$ cat src/rtl/registrador_nivel.sv
// Bounded 7-bit level register driven by INC/DEC keys with press-and-hold auto-repeat,
// a saturating parallel load, and registered MIN/MAX/STEP flags.
module registrador_nivel #(
    parameter int unsigned MAX_VAL = 100,
    parameter int unsigned MIN_VAL = 5,
    parameter int unsigned RST_VAL = 0,
    parameter int unsigned HOLD    = 8,
    parameter int unsigned REPEAT  = 4
) (
    input  logic       clk_i,
    input  logic       rst_ni,
    input  logic       inc_i,
    input  logic       dec_i,
    input  logic       load_i,
    input  logic [6:0] data_i,
    output logic [6:0] reg_o,
    output logic       min_o,
    output logic       max_o,
    output logic       step_o
);

    localparam int unsigned W       = 7;
    localparam int unsigned CNT_MAX = (HOLD > REPEAT) ? HOLD : REPEAT;
    localparam int unsigned CW      = $clog2(CNT_MAX + 1);

    localparam logic [W-1:0]  MAX_V  = W'(MAX_VAL);
    localparam logic [W-1:0]  MIN_V  = W'(MIN_VAL);
    localparam logic [W-1:0]  RST_V  = W'(RST_VAL);
    localparam logic [CW-1:0] HOLD_C = CW'(HOLD);
    localparam logic [CW-1:0] RPT_C  = CW'(REPEAT);
    localparam logic [CW-1:0] ONE_C  = CW'(1);

    typedef enum logic [1:0] {
        S_IDLE = 2'd0,
        S_WAIT = 2'd1,
        S_RPT  = 2'd2
    } state_e;

    state_e        state_q, state_d;
    logic [CW-1:0] cnt_q, cnt_d;
    logic          dir_q, dir_d;
    logic [1:0]    prev_q;
    logic [W-1:0]  reg_q, reg_d;
    logic          step_q, step_d;
    logic          min_q, min_d;
    logic          max_q, max_d;

    logic [1:0]    pat;
    logic          start;
    logic          held;
    logic          step_req;
    logic          step_up;

    assign pat   = {inc_i, dec_i};
    assign start = (inc_i ^ dec_i) && (pat != prev_q);
    // Hold continues only while the latched key is the sole key pressed.
    assign held  = dir_q ? (pat == 2'b10) : (pat == 2'b01);

    always_ff @(posedge clk_i) begin
        if (!rst_ni) begin
            state_q <= S_IDLE;
            cnt_q   <= '0;
            dir_q   <= 1'b0;
            prev_q  <= 2'b00;
            reg_q   <= RST_V;
            step_q  <= 1'b0;
            min_q   <= (RST_V <= MIN_V);
            max_q   <= (RST_V == MAX_V);
        end else begin
            state_q <= state_d;
            cnt_q   <= cnt_d;
            dir_q   <= dir_d;
            prev_q  <= pat;
            reg_q   <= reg_d;
            step_q  <= step_d;
            min_q   <= min_d;
            max_q   <= max_d;
        end
    end

    // Key FSM: decides when a step is requested and in which direction.
    always_comb begin
        state_d  = state_q;
        cnt_d    = cnt_q;
        dir_d    = dir_q;
        step_req = 1'b0;
        step_up  = dir_q;
        if (load_i || (inc_i && dec_i)) begin
            state_d = S_IDLE;
            cnt_d   = '0;
        end else if (start) begin
            step_req = 1'b1;
            step_up  = inc_i;
            dir_d    = inc_i;
            cnt_d    = ONE_C;
            state_d  = S_WAIT;
        end else begin
            case (state_q)
                S_WAIT: begin
                    if (!held) begin
                        state_d = S_IDLE;
                    end else if (cnt_q == HOLD_C) begin
                        step_req = 1'b1;
                        cnt_d    = ONE_C;
                        state_d  = S_RPT;
                    end else begin
                        cnt_d = cnt_q + ONE_C;
                    end
                end
                S_RPT: begin
                    if (!held) begin
                        state_d = S_IDLE;
                    end else if (cnt_q == RPT_C) begin
                        step_req = 1'b1;
                        cnt_d    = ONE_C;
                    end else begin
                        cnt_d = cnt_q + ONE_C;
                    end
                end
                default: state_d = S_IDLE;
            endcase
        end
    end

    // Level datapath: saturating load/step; flags computed from the next value.
    always_comb begin
        reg_d  = reg_q;
        step_d = 1'b0;
        if (load_i) begin
            reg_d = (data_i > MAX_V) ? MAX_V : data_i;
        end else if (step_req) begin
            if (step_up && (reg_q < MAX_V)) begin
                reg_d  = reg_q + W'(1);
                step_d = 1'b1;
            end else if (!step_up && (reg_q != '0)) begin
                reg_d  = reg_q - W'(1);
                step_d = 1'b1;
            end
        end
        min_d = (reg_d <= MIN_V);
        max_d = (reg_d == MAX_V);
    end

    assign reg_o  = reg_q;
    assign min_o  = min_q;
    assign max_o  = max_q;
    assign step_o = step_q;

endmodule

$ cat config.mk
export PLATFORM = sky130hd
export DESIGN_NAME = registrador_nivel
export DESIGN_NICKNAME = d
export VERILOG_FILES = /design/src/rtl/registrador_nivel.sv
export SDC_FILE = /design/constraint.sdc
export NUM_CORES = 1
export LEC_CHECK = 0
export CAP_MARGIN = 20
export CELL_PAD_IN_SITES_DETAIL_PLACEMENT = 1
export CELL_PAD_IN_SITES_GLOBAL_PLACEMENT = 1
export CORE_MARGIN = 5
export CORE_UTILIZATION = 30
export CTS_CLUSTER_SIZE = 20
export DETAILED_ROUTE_END_ITERATION = 16
export PLACE_DENSITY_LB_ADDON = 0.1
export REMOVE_ABC_BUFFERS = 1
export SYNTH_ARGS = -nofsm -noshare
export SYNTH_HDL_FRONTEND = slang
export SYNTH_SLANG_ARGS = --single-unit
$ cat constraint.sdc
create_clock -name clk_i -period 2.5 [get_ports clk_i]
set_input_delay 0.5 -clock clk_i [delete_from_list [all_inputs] [get_ports clk_i]]
set_output_delay 0.5 -clock clk_i [all_outputs]
set_load 0.005 [all_outputs]
==> results of run 1 <==
[path summary, 6_finish.rpt]
path / to / start / depth (start not counted) / slack, ns
setup / recovery: min_o / state_q[0] / 10 / 0.11
hold / removal: state_q[1] / state_q[1] / 2 / 0.53
setup reg to reg: min_o / state_q[0] / 10 / 0.11
hold reg to reg: state_q[1] / state_q[1] / 2 / 0.53
[layer usage]
| metal | global-route usage | routed length, um | share of wire |
|---|---|---|---|
| met5 | 0 | 0 | 0 |
| met1 | 0.220 | 2350 | 0.50 |
| met2 | 0.256 | 2210 | 0.47 |
| met4 | 0.0472 | 57 | 0.012 |
| met3 | 0.0204 | 108 | 0.023 |
[power by group through the flow]
stage	registers [mW]	logic, mW	clock network [mW]
after floorplan	0.346	0.163	0
after global placement	0.346	0.311	0
after detailed placement	0.346	0.319	0
after CTS	0.339	0.344	0.232
after global routing	0.343	0.414	0.250
final	0.341	0.385	0.232
[cells by family after synthesis]
kind of cell	Yosys count	share of synthesized area
AOI/OAI and AO/OA	44	0.263
xor gates and xnor gates	5	0.0414
adders and majority gates	8	0.0705
buffers and inverters	13	0.0379
DFF	19	0.268
muxes	4	0.0370
and+or+nand+nor	68	0.282
[what timing repair did]
| action | in CTS | in global routing |
|---|---|---|
| setup buffers | 4 | 6 |
| gates cloned | 0 | 0 |
| hold buffers | 0 | 0 |
| pin swaps | 5 | 15 |
| endpoints found under the hold margin | 0 | 0 |
| gates resized for setup | 15 | 20 |
| endpoints found under the setup margin | 8 | 4 |
[layout make-up]
| type | count | area share |
|---|---|---|
| sequential | 19 | 0.178 |
| inverter | 11 | 0.0190 |
| clock buffer | 3 | 0.0190 |
| timing repair buffer | 60 | 0.230 |
| multi-input combinational | 129 | 0.521 |
| clock inverter | 1 | 0.00231 |
| tap | 54 | 0.0311 |
[sequential cells by signal (all words and copies together) (netlist names)]
| signal | count |
|---|---|
| reg_o | 7 |
| cnt_q | 4 |
| prev_q | 2 |
| state_q | 2 |
| dir_q | 1 |
| max_o | 1 |
| min_o | 1 |
| step_o | 1 |
[worst min-delay path: cells and delay by family, from the launching register on]
family        cells  cell delay [ns]
flops             1             0.33
simple gates      2             0.16
[through the flow]
| step | TNS (ns) | cells | hold WS [ns] |
|---|---|---|---|
| 2_1_floorplan | 0 | 159 | 0.475 |
| 4_1_cts | 0 | 271 | 0.537 |
| 5_1_grt | -0.00773 | 277 | 0.590 |
| 3_5_place_dp | -3.59 | 263 | 0.528 |
| 3_3_place_gp | -3.02 | 263 | 0.498 |
| 6_report | 0 | 277 | 0.531 |
[layout by cell type (no fill, tap or decap), types with 3 or more instances in the layout]
| cell type | synthesis | layout |
|---|---|---|
| clkdlybuf4s50_1 | 0 | 18 |
| and2_1 | 6 | 6 |
| dfxtp_1 | 19 | 17 |
| or2_2 | 3 | 3 |
| buf_4 | 1 | 37 |
| and3_1 | 4 | 4 |
| o21ai_2 | 1 | 3 |
| nand3_1 | 4 | 4 |
| clkbuf_8 | 0 | 3 |
| nand2_1 | 12 | 12 |
| xnor2_1 | 3 | 3 |
| ha_1 | 8 | 6 |
| nor2_1 | 17 | 17 |
| o21ai_0 | 6 | 6 |
| a21oi_1 | 10 | 9 |
| inv_1 | 11 | 11 |
| or3_1 | 3 | 3 |
==> flow_metrics.env, run 1 <==
export IMPL_synth_largest_area_cell="dfxtp_1"
export IMPL_slew_limit_headroom=0.735
export IMPL_finalWirelength_um=4720
export IMPL_setup_violations=0
export IMPL_routabilityCongestion=0.808
export IMPL_cts_root_buffer="clkbuf_8"
export IMPL_p_sw_frac=0.338
export IMPL_clk_path_buf_depth=2
export IMPL_cts_sinks=19
export IMPL_fin_crit_sh=0.957
export IMPL_max_cap_viol_count=0
export IMPL_clockPowerShare=0.242
export IMPL_p_int_mw=0.633
export IMPL_area_delta_synth_final_pct=52.9
export IMPL_crit_buf_inv=2
export IMPL_async_flop_share=0
export IMPL_cts_buffers_inserted=3
export IMPL_dpl_worst_slack_ns=-0.565
export IMPL_synth_cell_types=54
export IMPL_fmax_mhz=418
export IMPL_p_leak_nw=0.882
export IMPL_grt_pass1_wl_um=7760
export IMPL_power_switching_mw=0.324
export IMPL_multi_input_area_sq_um=1130
export IMPL_drt_vias_per_instance=5.29
export IMPL_core_area_sq_um=4660
export IMPL_drtIter0Drc=44
export IMPL_clock_skew_ns=0.00320
export IMPL_final_area_sq_um=2170
export IMPL_netlist_top_cells_count="19 x dfxtp_1, 17 x nor2_1, 12 x nand2_1"
export IMPL_synth_edf_count=0
export IMPL_power_density_nw_per_um2=441
export IMPL_path_clk_slew_ns=0.08
export IMPL_tightest_slew_ns=0.392
export IMPL_combPwrFrac=0.402
export IMPL_ff_latch_area_sq_um=385
export IMPL_numPortBuffers=21
export IMPL_crit_required_ns=2.70
export IMPL_cp_data_arrival_time_ns=2.59
export IMPL_cts_htree_levels=1
export IMPL_die_w_um=78.8
export IMPL_synthFlopType="dfxtp_1"
export IMPL_yosysMostFrequentCell="dfxtp_1"
export IMPL_hpwl_um=3650
export IMPL_dieHeight_um=78.8
export IMPL_final_util=0.466
export IMPL_grt_pass1_vias=1516
export IMPL_fin_crit_ns=2.39
export IMPL_critPathKind="reg -> reg"
export IMPL_n_antenna_cell=0
export IMPL_finalNetCount=244
export IMPL_grt_max_degree=12
export IMPL_cpPeakStageDelay_ns=0.35
export IMPL_setup_ws_ns=0.108
export IMPL_avgSynthCellArea_sq_um=8.81
export IMPL_ir_drop_mv=0.170
export IMPL_overflow=0
export IMPL_yosysTopAreaCellShare=0.268
export IMPL_crit_chain="inv_1 > ha_2 > and4bb_1 > o22ai_2 > a21boi_4 > buf_6 > a31oi_2 > o31ai_4 > a41oi_2 > a211oi_2"
export IMPL_synthesis_area_sq_um=1420
export IMPL_power_mw=0.957
export IMPL_crit_path_max_fanout=6
export IMPL_ant_nets=0
export IMPL_cp_top_family="compound AO/OA/AOI/OAI gates"
export IMPL_yosys_top_cells_area="dfxtp_1 27%, ha_1 7.1%, nor2_1 4.5%, a21oi_1 3.5%, nand2_1 3.2%"
export IMPL_cp_start_kind="register"
export IMPL_core_rowCount=25
export IMPL_cp_slowest_cell="o31ai_4"
export IMPL_hold_viol=0
export IMPL_wire_per_inst_um=17.0
export IMPL_share_seq_of_total_power=0.356
export IMPL_drc=0
export IMPL_dr_pass1_iters=4
export IMPL_slew_violations=0
export IMPL_ys_seq_area_frac=0.268
export IMPL_hold_path_class="reg -> reg"
export IMPL_worstSkewPairLatency_ns=0.27
export IMPL_grtUsageTotal=0.159
export IMPL_placed_area_sq_um=1900
export IMPL_yosys_warnings=0
export IMPL_cts_tree="done"
export IMPL_num_fill_cells=559
export IMPL_start_util=0.304
export IMPL_drive_above_1_share=0.386
export IMPL_status="finished, final reports clean"
export IMPL_ys_ff_latch=19
export IMPL_io_pins=22
export IMPL_netlist_instances=161
export IMPL_dieArea_sq_um=6200
export IMPL_cp_end_kind="register"
export IMPL_vias=1465
export IMPL_grt_antenna_before_repair=0
No activity file was read; power rests on OpenSTA's default activity.
==> run 2: changes to the inputs <==
--- a/config.mk
+++ b/config.mk
@@ -14,6 +14,7 @@
 export DETAILED_ROUTE_END_ITERATION = 16
 export PLACE_DENSITY_LB_ADDON = 0.1
 export REMOVE_ABC_BUFFERS = 1
+export SLEW_MARGIN = 5
 export SYNTH_ARGS = -nofsm -noshare
 export SYNTH_HDL_FRONTEND = slang
 export SYNTH_SLANG_ARGS = --single-unit
==> results of run 2 <==
No change in the layout: final DEF, timing and power equal those of run 1.
==> run 3: changes to the inputs <==
--- a/config.mk
+++ b/config.mk
@@ -14,7 +14,6 @@
 export DETAILED_ROUTE_END_ITERATION = 16
 export PLACE_DENSITY_LB_ADDON = 0.1
 export REMOVE_ABC_BUFFERS = 1
-export SLEW_MARGIN = 5
 export SYNTH_ARGS = -nofsm -noshare
 export SYNTH_HDL_FRONTEND = slang
 export SYNTH_SLANG_ARGS = --single-unit
==> results of run 3 <==
No change in the layout: final DEF, timing and power equal those of run 1.
